File: config.mk
export PLATFORM = sky130hd
export DESIGN_NAME = mini_cpu_control_unit
export DESIGN_NICKNAME = d
export VERILOG_FILES = /design/src/rtl/mini_cpu_control_unit.sv
export SDC_FILE = /design/constraint.sdc
export NUM_CORES = 1
export LEC_CHECK = 0
export ABC_AREA = 1
export ABC_CLOCK_PERIOD_IN_PS = 1400
export BUFFER_PORTS_ARGS = -buffer_cell sky130_fd_sc_hd__buf_4
export CORE_ASPECT_RATIO = 0.7
export CORE_MARGIN = 2
export CORE_UTILIZATION = 44
export DETAILED_ROUTE_END_ITERATION = 16
export PLACE_DENSITY_LB_ADDON = 0.05
export REMOVE_ABC_BUFFERS = 1
export SYNTH_ARGS = -nofsm -noshare
export SYNTH_HDL_FRONTEND = slang
export SYNTH_SLANG_ARGS = --single-unit
File: constraint.sdc
create_clock -name Clock -period 1.4 [get_ports Clock]
set_input_delay 0.07 -clock Clock [delete_from_list [all_inputs] [get_ports Clock]]
set_output_delay 0.07 -clock Clock [all_outputs]
set_load 0.02 [all_outputs]
File: src/rtl/mini_cpu_control_unit.sv
// Hardwired fetch/decode/execute sequencer for the mini-CPU datapath; strobes are a combinational decode of state and latched opcode.
// Optional CU_ILLEGAL_TRAP_EN: unlisted opcodes halt and set the sticky illegal flag (otherwise they run as nop).
module mini_cpu_control_unit #(
    parameter int OPW         = 5,
    parameter int MEM_TIMEOUT = 15
) (
    input  logic           Clock,
    input  logic           clear,
    input  logic [31:0]    ir,
    input  logic           mem_ready,
    input  logic           Stop,
    output logic           Run,
    output logic           mem_err,
    output logic           illegal,
    output logic [OPW-1:0] op,
    output logic           PCout,
    output logic           MARin,
    output logic           IncPC,
    output logic           PCin,
    output logic           Read,
    output logic           MDRin,
    output logic           MDRout,
    output logic           IRin,
    output logic           Gra,
    output logic           Grb,
    output logic           Grc,
    output logic           Rin,
    output logic           Rout,
    output logic           BAOut,
    output logic           Cout,
    output logic           Yin,
    output logic           ZHighin,
    output logic           Zlowin,
    output logic           Zhighout,
    output logic           Zlowout,
    output logic           HIin,
    output logic           LOin,
    output logic           HIOut,
    output logic           LOout
);
    localparam logic [3:0] S_RESET = 4'd0, S_T0 = 4'd1, S_T1 = 4'd2, S_T2 = 4'd3, S_T3 = 4'd4,
                           S_T4 = 4'd5, S_T5 = 4'd6, S_T6 = 4'd7, S_PAUSE = 4'd8, S_HALT = 4'd9;

    localparam logic [OPW-1:0] OP_ADD = 5'b00011, OP_SUB = 5'b00100, OP_AND = 5'b00101, OP_OR = 5'b00110,
                               OP_ADDI = 5'b01100, OP_ANDI = 5'b01101, OP_ORI = 5'b01110,
                               OP_MUL = 5'b01111, OP_DIV = 5'b10000, OP_MFHI = 5'b10111,
                               OP_MFLO = 5'b11000, OP_NOP = 5'b11001, OP_HALT = 5'b11010;
    localparam int CW = $clog2(MEM_TIMEOUT + 1);

    logic [3:0]     state, nxt;
    logic [OPW-1:0] opc, dec;
    logic [CW-1:0]  t1_cnt;
    logic           t1_seen, set_mem_err, last_step;
    logic           cls_r, cls_i, cls_m;
    logic           unused_ir;

    assign dec       = ir[31:32-OPW];
    assign unused_ir = ^ir[31-OPW:0];
    assign cls_r     = (opc == OP_ADD) || (opc == OP_SUB) || (opc == OP_AND) || (opc == OP_OR);
    assign cls_i     = (opc == OP_ADDI) || (opc == OP_ANDI) || (opc == OP_ORI);
    assign cls_m     = (opc == OP_MUL) || (opc == OP_DIV);

    function automatic logic needs_exec(input logic [OPW-1:0] c);
        return (c == OP_ADD) || (c == OP_SUB) || (c == OP_AND) || (c == OP_OR) ||
               (c == OP_ADDI) || (c == OP_ANDI) || (c == OP_ORI) || (c == OP_MUL) ||
               (c == OP_DIV) || (c == OP_MFHI) || (c == OP_MFLO);
    endfunction

`ifdef CU_ILLEGAL_TRAP_EN
    logic illegal_q, set_ill;
    assign illegal = illegal_q;
`else
    assign illegal = 1'b0;
`endif

    always_ff @(posedge Clock) begin
        if (clear) begin
            state   <= S_RESET;
            opc     <= '0;
            t1_cnt  <= '0;
            t1_seen <= 1'b0;
            mem_err <= 1'b0;
`ifdef CU_ILLEGAL_TRAP_EN
            illegal_q <= 1'b0;
`endif
        end else begin
            state <= nxt;
            if (state == S_T2)
                opc <= dec;
            // Counter and first-cycle flag both track the current T1 residency only
            if (state == S_T1) begin
                t1_cnt  <= t1_cnt + CW'(1);
                t1_seen <= 1'b1;
            end else begin
                t1_cnt  <= '0;
                t1_seen <= 1'b0;
            end
            if (set_mem_err)
                mem_err <= 1'b1;
`ifdef CU_ILLEGAL_TRAP_EN
            if (set_ill)
                illegal_q <= 1'b1;
`endif
        end
    end

    always_comb begin
        nxt         = state;
        set_mem_err = 1'b0;
        last_step   = 1'b0;
`ifdef CU_ILLEGAL_TRAP_EN
        set_ill     = 1'b0;
`endif
        case (state)
            S_RESET: nxt = S_T0;
            S_T0:    nxt = S_T1;
            S_T1: begin
                if (mem_ready)
                    nxt = S_T2;
                else if (t1_cnt == CW'(MEM_TIMEOUT - 1)) begin
                    nxt         = S_HALT;
                    set_mem_err = 1'b1;
                end
            end
            // Opcode register is not loaded yet, so T2 decides from the live bus value
            S_T2: begin
                if (needs_exec(dec))
                    nxt = S_T3;
                else if (dec == OP_HALT)
                    nxt = S_HALT;
                else if (dec == OP_NOP)
                    last_step = 1'b1;
                else begin
`ifdef CU_ILLEGAL_TRAP_EN
                    nxt     = S_HALT;
                    set_ill = 1'b1;
`else
                    last_step = 1'b1;
`endif
                end
            end
            S_T3: begin
                if (cls_r || cls_i || cls_m)
                    nxt = S_T4;
                else
                    last_step = 1'b1;
            end
            S_T4: nxt = S_T5;
            S_T5: begin
                if (cls_m)
                    nxt = S_T6;
                else
                    last_step = 1'b1;
            end
            S_T6:    last_step = 1'b1;
            S_PAUSE: if (!Stop) nxt = S_T0;
            S_HALT:  nxt = S_HALT;
            default: nxt = S_RESET;
        endcase
        if (last_step)
            nxt = Stop ? S_PAUSE : S_T0;
    end

    always_comb begin
        op = '0;
        {PCout, MARin, IncPC, PCin, Read, MDRin, MDRout, IRin} = '0;
        {Gra, Grb, Grc, Rin, Rout, BAOut, Cout, Yin} = '0;
        {ZHighin, Zlowin, Zhighout, Zlowout, HIin, LOin, HIOut, LOout} = '0;
        Run = (state >= S_T0) && (state <= S_T6);
        case (state)
            S_T0: {PCout, MARin, IncPC, ZHighin, Zlowin} = '1;
            S_T1: begin
                {Read, MDRin} = '1;
                if (!t1_seen)
                    {Zlowout, PCin} = '1;
            end
            S_T2: {MDRout, IRin} = '1;
            S_T3: begin
                if (cls_r)              {Grb, Rout, Yin} = '1;
                else if (cls_i)         {Grb, BAOut, Yin} = '1;
                else if (cls_m)         {Gra, Rout, Yin} = '1;
                else if (opc == OP_MFHI) {HIOut, Gra, Rin} = '1;
                else if (opc == OP_MFLO) {LOout, Gra, Rin} = '1;
            end
            S_T4: begin
                {ZHighin, Zlowin} = '1;
                if (cls_i) begin
                    Cout = 1'b1;
                    op   = (opc == OP_ADDI) ? OP_ADD : (opc == OP_ANDI) ? OP_AND : OP_OR;
                end else begin
                    {Rout, Grc, Grb} = {1'b1, cls_r, cls_m};
                    op = opc;
                end
            end
            S_T5: begin
                Zlowout = 1'b1;
                if (cls_m) LOin = 1'b1;
                else       {Gra, Rin} = '1;
            end
            S_T6: {Zhighout, HIin} = '1;
            default: ;
        endcase
    end
endmodule

Word-level counts from Yosys, hierarchy flattened

Index checks and enable logic that the tools add are counted.

Add/sub/neg operators: 1
$lt $le $gt $ge: 2
Equal/unequal tests: 39
Mux-type cells: 68
Bitwise operators: 1
Reductions and logical operators: 23

Operators with widths:

| cell                                                                                | number |
|---|---|
| 1-bit 2-to-1 mux                                                                    | 48 |
| 5-bit by 4-bit equality test with 1-bit output, second input constant               | 8 |
| 4-bit case mux with 10 select lines                                                 | 1 |
| 4-bit 2-to-1 mux                                                                    | 9 |
| 5-bit equality test, second input constant                                          | 7 |
| 5-bit by 3-bit equality test with 1-bit output, second input constant               | 6 |
| 1-bit logical OR                                                                    | 18 |
| 4-bit by 3-bit equality test with 1-bit output, second input constant               | 4 |
| 4-bit equality test, second input constant                                          | 3 |
| 5-bit by 2-bit equality test with 1-bit output, second input constant               | 2 |
| 5-bit 2-to-1 mux                                                                    | 2 |
| 1-bit case mux with 2 select lines                                                  | 5 |
| 3-bit != test, second input constant                                                | 3 |
| 4-bit by 2-bit equality test with 1-bit output, second input constant               | 2 |
| 6-bit AND reduction                                                                 | 1 |
| 4-bit by 1-bit adder with 4-bit output, second input constant                       | 1 |
| 4-bit by 1-bit equality test with 1-bit output, second input constant               | 1 |
| 4-bit by 1-bit greater-or-equal comparator with 1-bit output, second input constant | 1 |
| 4-bit by 3-bit less-or-equal comparator with 1-bit output, second input constant    | 1 |
| 4-bit zero test                                                                     | 1 |
| 4-bit by 2-bit != test with 1-bit output, second input constant                     | 1 |
| 4-bit by 3-bit != test with 1-bit output, second input constant                     | 1 |
| 1-bit case mux with 4 select lines                                                  | 1 |
| 2-bit OR reduction                                                                  | 2 |
| 5 further kinds                                                                     | 5 |

Bits in registers: 15
Output and inout port bits: 32
Logic and storage cells: 139

Longest topological paths before layout

Depth after elaboration: 15
Gate-level depth with buffers: 12
Gate-level depth less buffers: 12

Least setup slack after synthesis

No wires, ideal clock.

Path kind: reg2out
Start point: register state[3]
End point: output HIOut
Arrival time: 1.470 ns
Data required time: 1.330 ns
Path slack: -0.140 ns
Cell stages (with the launch flop): 6
Cell sequence: dfxtp_1 inv_2 nand2_4 nor2_2 inv_1 nor4_1

Word-level cells in the longest chain between the ends: 2

Ends and longest elaborated chain:

| element                                        | line | source |
|---|---|---|
| start, declared                                | 50   | `logic [3:0] state, nxt;` |
| start signal, assigned                         | 87   | `state <= nxt;` |
| 4-bit by 3-bit equality test with 1-bit output | 170  | `case (state)` |
| 1-bit 2-to-1 mux                               | 170  |  |
| end, declared                                  | 38   | `output logic HIOut,` |

Every way passes these cells.

Final worst setup path

Start point: register opc[3]
End point: output Gra

Word-level cells in the longest chain between the ends: 7
Elaborated cells on any way between the ends: 24
Those cells by class: 11 x eq/ne; 7 x mux; 6 x reduce/logical

Ends and longest elaborated chain:

| element                                | line | source |
|---|---|---|
| start, declared                        | 51   | `logic [OPW-1:0] opc, dec;` |
| start signal, assigned                 | 79   | `opc <= '0;` |
| start signal, assigned                 | 89   | `opc <= dec;` |
| 5-bit equality test                    | 183  | `else if (opc == OP_MFLO) {LOout, Gra, Rin} = '1;` |
| 1-bit 2-to-1 mux                       | 183  |  |
| 1-bit 2-to-1 mux                       | 182  | `else if (opc == OP_MFHI) {HIOut, Gra, Rin} = '1;` |
| 1-bit 2-to-1 mux                       | 181  | `else if (cls_m) {Gra, Rout, Yin} = '1;` |
| 1-bit 2-to-1 mux                       | 180  | `else if (cls_i) {Grb, BAOut, Yin} = '1;` |
| 1-bit 2-to-1 mux                       | 179  | `if (cls_r) {Grb, Rout, Yin} = '1;` |
| 1-bit case mux with 2 select lines (*) | 170  |  |
| end, declared                          | 24   | `output logic Gra,` |

Mark *: on every way between the ends. The rest lies on a longest branch, timed or not.

==> results_dict.tcl <==
set metrics [dict create \
    status "complete, but fails checks" \
    violations "negative setup slack" \
    utilization_pct 86.1 \
    firstDrtPassIters 4 \
    synth_common_cells "nand2_1 (29), nor2_1 (26), inv_1 (21), dfxtp_1 (15), o21ai_0 (13)" \
    clk_pin_slew_worst_paths_ns 0.06 \
    diodes 0 \
    die_h_um 47.8 \
    core_area_mm2 0.00253 \
    grt_pass1_vias 1284 \
    vdd.ir_drop.worst_mv 0.937 \
    hold_violations 0 \
    ys_types 27 \
    fmax_ghz 0.642 \
    start_util_pct 47.6 \
    timing.final.ws_setup_ns -0.156 \
    slew_viol_final 0 \
    synth_flop_cell "dfxtp_1" \
    grt_start_max_net_pins 10 \
    synth_top_area_share_pct 24.9 \
    syn_inst 184 \
    syn_area_mm2 0.00120 \
    dieWidth_um 66.5 \
    rows 15 \
    rsz0062_at_grt "true" \
    portBuffers 39 \
    placed_cells 268 \
    yosys_warnings 0 \
    avgRoutedWirePerCell_um 15.5 \
    final_antenna_net_count 0 \
    synth-async-reset-ratio_pct 0 \
    instances_no_fill 290 \
    finalWeightedCongestion 0.859 \
    fin_crit_sh_pct 111 \
    power_leakage_nw 1.00 \
    arrival_ns 1.49 \
    startpoint_type "flop" \
    finalWorstPathRequiredPeriod_ns 1.56 \
    grt_pass1_wl_mm 5.64 \
    finalNetCount 295 \
    power_density_mw_per_mm2 1450 \
    cap_viol_max_count 0 \
    path_class "flop to output port" \
    finalPower_mw 3.16 \
    area_growth_pct 81.1 \
    synth.most_common_cell "nand2_1" \
    ys_seq_elements 15 \
    critPathCaptureType "output port" \
    cts_tree "done" \
    ys_seq_area_share_pct 24.9 \
    required_ns 1.33 \
    fin_skew_ns 0.00112 \
    die_area_mm2 0.00318 \
    cts_buffers 3 \
    cts_sinks 15 \
    hp-class "input port to flop" \
    cts-htree-levels 1 \
    clock_path_buffers 2 \
    antenna_found_initial 0 \
    fillerInstances 130 \
    vias 1568 \
    synth_top_area_cell "dfxtp_1" \
    hpwl_mm 2.47 \
    synth_area_leaders "dfxtp_1 (25%), nand2_1 (9.0%), nor2_1 (8.1%), inv_1 (6.5%), o21ai_0 (5.4%)" \
    dr.first_iter.drc_count 77 \
    wl_mm 4.48 \
    ios 68 \
    setup_viol 20 \
    cp_max_fo 5 \
    grt_usage_pct 24.3 \
    vias_per_cell 5.41 \
    drive_above_1_share_pct 60.9 \
    insertion_delay_ns 0.25 \
    synth_edf_count 0 \
    drc 0 \
    avgSynthCellArea_um2 6.55 \
    root_buffer "clkbuf_8" \
    cts_hold_buf 0 \
    grt_overflow_total 0 \
]
[cells by family (layout without fill, tap and decap cells)]
family                     count (synthesis)  count (layout)  share of synthesized area (%)
AOI/OAI and AO/OA                         29              29                           12.9
xor gates and xnor gates                   2               2                           1.45
adders and majority gates                  2               2                           2.08
buffers and inverters                     40             112                           14.6
DFF                                       15              15                           24.9
other                                      1               1                          0.311
and+or+nand+nor                           95              95                           43.7
[layout by cell type (no fill, tap or decap), drive strengths merged]
master,instances
ha,2
nand3b,1
nor2,36
conb,1
nor4,2
xor2,1
buf,75
clkbuf,3
a31oi,2
nand2,36
xnor2,1
inv,33
nand3,13
dfxtp,15
o21ai,18
nor3,5
nand4,2
a21oi,9
clkinv,1
[metrics by stage]
step	setup TNS, ns	cell area, um^2	setup WS [ns]	hold slack, ns
2_1_floorplan	-1.60	1150	-0.237	0.139
3_3_place_gp	0	1640	0.0316	0.280
3_5_place_dp	0	1640	0.0000153	0.284
4_1_cts	-1.00	1930	-0.0887	0.00509
5_1_grt	-2.75	2180	-0.226	0.0122
6_report	-1.46	2180	-0.156	0.0124
[where the power goes]
part           total [mW]  internal, mW  switching [mW]
logic                2.12         0.927            1.19
clock network       0.361         0.198           0.163
registers           0.675         0.538           0.138
[per-layer routing]
layer	share of wire, %	vias up	GRT usage [%]
met5	0	-	0
met4	2.9	0	8.98
met3	8.1	19	2.12
met2	52	93	46.0
met1	37	729	29.8
li1	-	727	-
[state kept, by name, summed over array words and instances (netlist names)]
signal	flops
t1_seen	1
opc	5
t1_cnt	4
state	4
mem_err	1
[final timing paths]
path	start	slack, ns	to	cells after the start
worst max-delay path	opc[3]	-0.16	Gra	8
worst min-delay path	clear	0.01	state[2]	2
worst min register to register	t1_cnt[0]	0.47	t1_cnt[0]	1
worst max register to register	state[3]	-0.13	state[3]	12
[cell type report]
class / count / area, um^2 / share of cell area (%)
clock buffer: 3 / 41.3 / 1.89
clock inverter: 1 / 5.00 / 0.229
inverter: 33 / 154 / 7.05
multi-input combinational: 129 / 945 / 43.3
sequential: 15 / 329 / 15.1
tap: 34 / 42.5 / 1.95
timing repair buffer: 75 / 666 / 30.5
[worst max-delay path, cell delays in order, from the launching register on]
cell and delay, ns:
dfxtp_4 0.37, buf_6 0.12, nand3_4 0.08, nor2_4 0.05, nor2_4 0.17, inv_1 0.09, nor3_2 0.11, o21ai_1 0.08
buf_4 0.15
[timing repair]
item,in CTS,in global routing
gates resized for setup,53,56
setup buffers,11,7
endpoints found under the setup margin,22,27
pin swaps,11,15
(Power assumes the default switching activity.)
